<file path="src/rtl/arb_pkg.sv">
// arb_pkg: shared types, sizes and the round-robin search used by rr_arbiter8.
package arb_pkg;

   typedef enum logic {
      IDLE  = 1'b0,
      GRANT = 1'b1
   } state_t;

   localparam int N_REQ = 8;
   localparam int IDX_W = 3;

   // Scan the eight positions after `last`, wrapping mod 8; returns {found, idx}.
   // Iterating from the far end down lets the nearest requester overwrite the result.
   function automatic logic [IDX_W:0] rr_pick(input logic [N_REQ-1:0] req,
                                               input logic [IDX_W-1:0] last);
      logic             found;
      logic [IDX_W-1:0] idx;
      logic [IDX_W-1:0] cand;
      found = 1'b0;
      idx   = {IDX_W{1'b0}};
      for (int k = N_REQ; k >= 1; k--) begin
         cand  = last + IDX_W'(k);
         idx   = req[cand] ? cand : idx;
         found = found | req[cand];
      end
      return {found, idx};
   endfunction

endpackage

</file>
<file path="src/rtl/decoder.sv">
// decoder: 3-to-8 one-hot decoder mapping an index to a single set bit.
module decoder (
   input  logic [2:0] sel,
   output logic [7:0] onehot
);

   // Shift one set bit into the selected position
   always_comb begin
      onehot = 8'b0000_0001 << sel;
   end

endmodule

</file>
<file path="src/rtl/rr_arbiter8.sv">
// rr_arbiter8: eight-way round-robin arbiter with a rotating pointer and a
// per-grant hold limit; the grant is a registered index expanded to one-hot.
module rr_arbiter8
   import arb_pkg::*;
#(
   parameter int MAX_HOLD = 16
) (
   input  logic             clk,
   input  logic             rst,
   input  logic [N_REQ-1:0] req,
   output logic [N_REQ-1:0] gnt,
   output logic [IDX_W-1:0] gnt_idx,
   output logic             gnt_valid
);

   localparam logic [7:0] HOLD_LAST = 8'(MAX_HOLD - 1);

   state_t           state_r, state_nxt_s;
   logic [IDX_W-1:0] idx_r, idx_nxt_s;
   logic [IDX_W-1:0] last_r, last_nxt_s;
   logic [7:0]       hold_r, hold_nxt_s;
   logic [N_REQ-1:0] holder_oh_s;
   logic [N_REQ-1:0] others_s;
   logic [IDX_W:0]   pick_all_s;
   logic [IDX_W:0]   pick_oth_s;

   decoder u_decoder (
      .sel    (idx_r),
      .onehot (holder_oh_s)
   );

   // Candidate winners: full search from idle, holder-excluded search while granted
   always_comb begin
      others_s   = req & ~holder_oh_s;
      pick_all_s = rr_pick(req, last_r);
      pick_oth_s = rr_pick(others_s, last_r);
   end

   // Next-state, next-holder and hold-counter logic
   always_comb begin
      state_nxt_s = state_r;
      idx_nxt_s   = idx_r;
      last_nxt_s  = last_r;
      hold_nxt_s  = hold_r;
      case (state_r)
         IDLE: begin
            if (pick_all_s[IDX_W]) begin
               state_nxt_s = GRANT;
               idx_nxt_s   = pick_all_s[IDX_W-1:0];
               last_nxt_s  = pick_all_s[IDX_W-1:0];
               hold_nxt_s  = 8'd0;
            end else begin
               hold_nxt_s  = 8'd0;
            end
         end
         GRANT: begin
            if (req[idx_r]) begin
               if (hold_r == HOLD_LAST) begin
                  // At the limit the holder keeps the grant only if nobody else waits
                  if (pick_oth_s[IDX_W]) begin
                     idx_nxt_s  = pick_oth_s[IDX_W-1:0];
                     last_nxt_s = pick_oth_s[IDX_W-1:0];
                  end else begin
                     idx_nxt_s  = idx_r;
                  end
                  hold_nxt_s = 8'd0;
               end else begin
                  hold_nxt_s = hold_r + 8'd1;
               end
            end else if (pick_oth_s[IDX_W]) begin
               idx_nxt_s  = pick_oth_s[IDX_W-1:0];
               last_nxt_s = pick_oth_s[IDX_W-1:0];
               hold_nxt_s = 8'd0;
            end else begin
               state_nxt_s = IDLE;
               hold_nxt_s  = 8'd0;
            end
         end
         default: begin
            state_nxt_s = IDLE;
            hold_nxt_s  = 8'd0;
         end
      endcase
   end

   // Arbitration state registers with synchronous reset
   always_ff @(posedge clk) begin
      if (rst) begin
         state_r <= IDLE;
         idx_r   <= 3'd0;
         last_r  <= 3'd7;
         hold_r  <= 8'd0;
      end else begin
         state_r <= state_nxt_s;
         idx_r   <= idx_nxt_s;
         last_r  <= last_nxt_s;
         hold_r  <= hold_nxt_s;
      end
   end

   assign gnt_valid = (state_r == GRANT);
   assign gnt_idx   = idx_r;
   assign gnt       = holder_oh_s & {N_REQ{gnt_valid}};

endmodule
</file>
<file path="config.mk">
export PLATFORM = sky130hd
export DESIGN_NAME = rr_arbiter8
export DESIGN_NICKNAME = d
export VERILOG_FILES = /design/src/rtl/arb_pkg.sv /design/src/rtl/decoder.sv /design/src/rtl/rr_arbiter8.sv
export SDC_FILE = /design/constraint.sdc
export NUM_CORES = 1
export LEC_CHECK = 0
export CORE_MARGIN = 5
export CORE_UTILIZATION = 23
export CTS_BUF_LIST = sky130_fd_sc_hd__clkbuf_8
export DETAILED_ROUTE_END_ITERATION = 10
export GPL_TIMING_DRIVEN = 0
export HOLD_SLACK_MARGIN = 0.1
export PLACE_DENSITY_LB_ADDON = 0.25
export SETUP_SLACK_MARGIN = 0.1
export SLEW_MARGIN = 20
export SYNTH_ARGS = -nofsm -noshare
export SYNTH_HDL_FRONTEND = slang
export SYNTH_SLANG_ARGS = --single-unit
</file>
<file path="constraint.sdc">
create_clock -name clk -period 3.6 [get_ports clk]
set_clock_uncertainty 0.2 [all_clocks]
set_input_delay 0.9 -clock clk [delete_from_list [all_inputs] [get_ports clk]]
set_output_delay 0.9 -clock clk [all_outputs]
set_load 0.03 [all_outputs]
</file>
==> impl_metrics.py <==
metrics = {
    "die": {
        "core_area_um2": 10300,
        "die_area_um2": 12600,
        "io_pins": 22,
        "die_w_um": 112,
        "row_count": 37,
        "die_h_um": 112,
        "initial_core_util": 0.234,
    },
    "min_path": {
        "holdPathStages": 1,
        "whs_endpoint": "hold_r[0]",
        "hold_class": "register to register",
        "min_from": "hold_r[0]",
    },
    "placed_design": {
        "placed_area_um2": 2750,
        "place_congestion": 0.815,
        "pre_cts_ws_ns": -0.456,
        "portBuffers": 17,
        "dp_cells": 440,
        "hpwl_mm": 5.74,
    },
    "timing": {
        "slew_viol_final": 0,
        "rsz0062_at_grt": "yes",
        "hold_viol": 0,
        "setup_slack_ns": 0.212,
        "period_needed_ns": 3.39,
        "relSlewSlack": 0.548,
        "timing.fmax_ghz": 0.295,
        "tightestPinTransition_ns": 0.673,
        "finalCritPeriodShare": 0.941,
        "setup_viol": 0,
    },
    "clock_tree": {
        "cts.clk_slew.worst_paths_ns": 0.06,
        "numCtsBuffers": 3,
        "cts_tree": "done",
        "cts_sinks": 15,
        "clk_path_buf_depth": 2,
        "cts-root-buf": "clkbuf_8",
        "cts_hold_buf": 0,
        "htreeDepth": 1,
        "clock_latency_ns": 0.24,
    },
    "route": {
        "avgRoutedWirePerCell_um": 16.5,
        "drt_wl_total_mm": 7.42,
        "routed_via_density": 5.23,
        "wl_met2_mm": 3.59,
        "ant_nets": 0,
        "drt-met1-wl_mm": 3.45,
        "maxUsedRoutingLayer": "met4",
        "drc": 0,
        "first_pass_iters": 5,
        "drtIter0Drc": 173,
        "met3_length_um": 345,
        "dr_total_vias": 2360,
    },
    "setup_path": {
        "timing.rr.end": "gnt_idx[1]",
        "worstReg2RegStart": "last_r[1]",
        "cpMostUsedCell": "clkbuf_8",
        "required_ns": 3.58,
        "path_cells": "clkbuf_8 -> clkinvlp_4 -> clkbuf_8 -> ha_2 -> clkbuf_8 -> mux4_2 -> mux2_4 -> nor2_4 -> o211ai_1 -> nand4_1 -> o21ai_1 -> or4_4 -> a21oi_2",
        "slowest_stage": "mux4_2",
        "rrSetupSlack_ns": 0.21,
        "crit_type": "register to register",
        "setup.worst_path.end_class": "register",
        "cp_top_family": "multiplexers",
        "start_kind": "register",
        "arrival_ns": 3.37,
        "critPathBufInv": 4,
        "max_stage_delay_ns": 0.57,
        "critPathMaxFanout": 10,
        "worstRegToRegCells": 13,
    },
    "logic_synthesis": {
        "synth_top_family_by_area": "multiplexers",
        "async_flop_share": 0,
        "synth.avg_cell_area_um2": 8.37,
        "ys_seq_area_frac": 0.125,
        "synth-seq-cells": 15,
        "synthFlopType": "dfxtp_1",
        "ys_types": 63,
        "syn_nets": 300,
        "synthesis.area_um2": 2400,
        "synth_edf_count": 0,
        "synthAdderAreaFrac": 0.0156,
        "yosysWarnings": 0,
        "synthCells": 287,
        "synthXorXnorAreaFrac": 0.0474,
        "synth-simple-area-share": 0.215,
        "synth-compound-area-share": 0.231,
        "synth_mux_area_frac": 0.297,
    },
    "final_layout": {
        "seq_area_um2": 303,
        "fin_nets": 329,
        "nFillCells": 1104,
        "antennaDiodeCount": 0,
        "finalInstanceArea_um2": 2920,
        "multi_input_area_um2": 1980,
        "fin_util": 0.284,
        "area_delta_synth_final_pct": 21.6,
        "drive_gt1_frac": 0.248,
        "instances_no_fill": 451,
    },
    "power_and_ir_drop": {
        "p_leak_nw": 1.06,
        "total_power_mw": 2.74,
        "power_per_cell_area_nw_per_um2": 938,
        "vdd_ir_drop_max_uv": 311,
    },
    "global_routing": {
        "grt.overflow.total": 0,
        "grt_pass1_vias": 2362,
        "grtUsageTotal": 0.118,
        "grt_max_degree": 11,
        "grt_pass1_wl_mm": 12.6,
        "grt_antenna_before_repair": 0,
    },
    "run": {
        "cap_viol_max_count": 0,
    },
    "outcome": {
        "run_status": "completed",
    },
}
## metrics by stage
stage | hold WS, ns | setup TNS (ns)
finish | 0.237 | 0
global route | 0.268 | 0
CTS | 0.240 | 0
detailed placement | 0.232 | -2.22
global placement | 0.224 | -2.14
floorplan | 0.213 | 0
## cells by family after synthesis
family | after synthesis
compound gates | 70
buf+inv | 36
xor+xnor | 10
flops | 15
fa+ha+maj | 3
mux | 49
simple gates | 104
## sequential cells by signal, summed over array words and instances, names as in the netlist
signal / flops
gnt_idx: 3
gnt_valid: 1
hold_r: 8
last_r: 3
## cells in the mapped netlist (4+ instances only)
| master | instances | share of area |
|---|---|---|
| a21oi_1 | 14 | 0.029 |
| dfxtp_1 | 15 | 0.13 |
| a211oi_1 | 4 | 0.013 |
| xnor2_1 | 4 | 0.015 |
| nand2_1 | 24 | 0.038 |
| o21ai_0 | 7 | 0.015 |
| o31ai_2 | 4 | 0.021 |
| a31oi_1 | 6 | 0.016 |
| nor2_1 | 32 | 0.050 |
| nand2b_1 | 11 | 0.029 |
| mux2i_1 | 21 | 0.087 |
| clkbuf_1 | 13 | 0.020 |
| xor2_1 | 4 | 0.015 |
| and3_1 | 4 | 0.010 |
| mux2_2 | 11 | 0.052 |
| nor3_1 | 5 | 0.010 |
| inv_1 | 12 | 0.019 |
| buf_2 | 7 | 0.015 |
| nand3_1 | 9 | 0.019 |
| mux4_2 | 14 | 0.13 |
## power breakdown
group	leakage (nW)	switching, mW	internal (mW)	total [mW]
Sequential	0.122	0.0205	0.199	0.220
Combinational	0.911	1.35	1.04	2.39
Clock	0.0269	0.0562	0.0754	0.132
## how the worst max path moves through the flow
stage,startpoint,to,slack [ns],depth (start not counted)
final,last_r[1],gnt_idx[1],0.21,13
after global routing,req[4],gnt_idx[0],0.09,9
after CTS,last_r[0],gnt_idx[1],0.10,13
after detailed placement,last_r[1],gnt_idx[1],-0.46,13
after global placement,last_r[1],gnt_idx[1],-0.45,13
after floorplan,last_r[1],gnt_idx[1],0.17,13
## placed cells by master, fill, tap and decap left out, drive strengths merged, types with 9 or more instances in the layout
master         instances
dfxtp                 15
a21oi                 15
nand3                  9
nor2                  32
mux2i                 21
mux2                  12
mux4                  16
clkbuf                17
o21ai                  9
inv                   12
buf                   17
clkdlybuf4s50         12
nand2                 24
nand2b                11
## worst register-to-register path, delay by kind of cell (launching register included)
| kind | cells | cell delay (ns) |
|---|---|---|
| mux | 2 | 0.90 |
| fa+ha+maj | 1 | 0.32 |
| flops | 1 | 0.33 |
| buf+inv | 4 | 0.54 |
| simple gates | 3 | 0.70 |
| compound gates | 3 | 0.33 |
## cell type report
| class | count | area share |
|---|---|---|
| Buffer | 24 | 0.0531 |
| Clock buffer | 3 | 0.0141 |
| Clock inverter | 1 | 0.00129 |
| Inverter | 12 | 0.0167 |
| Multi-Input combinational cell | 236 | 0.678 |
| Sequential cell | 15 | 0.104 |
| Tap cell | 136 | 0.0583 |
| Timing Repair Buffer | 24 | 0.0750 |
## layer usage
metal | vias to the layer above | global-route usage
li1 | 1147 | -
met1 | 1153 | 0.169
met2 | 58 | 0.196
met3 | 2 | 0.0129
met4 | 0 | 0.0128
met5 | - | 0
## timing repair
item                                    CTS  global route
setup buffers                             6             1
gates resized for setup                  21             9
pin swaps                                 1             3
endpoints found under the setup margin    6             6
Note: power is estimated with default switching activity, not from simulation.
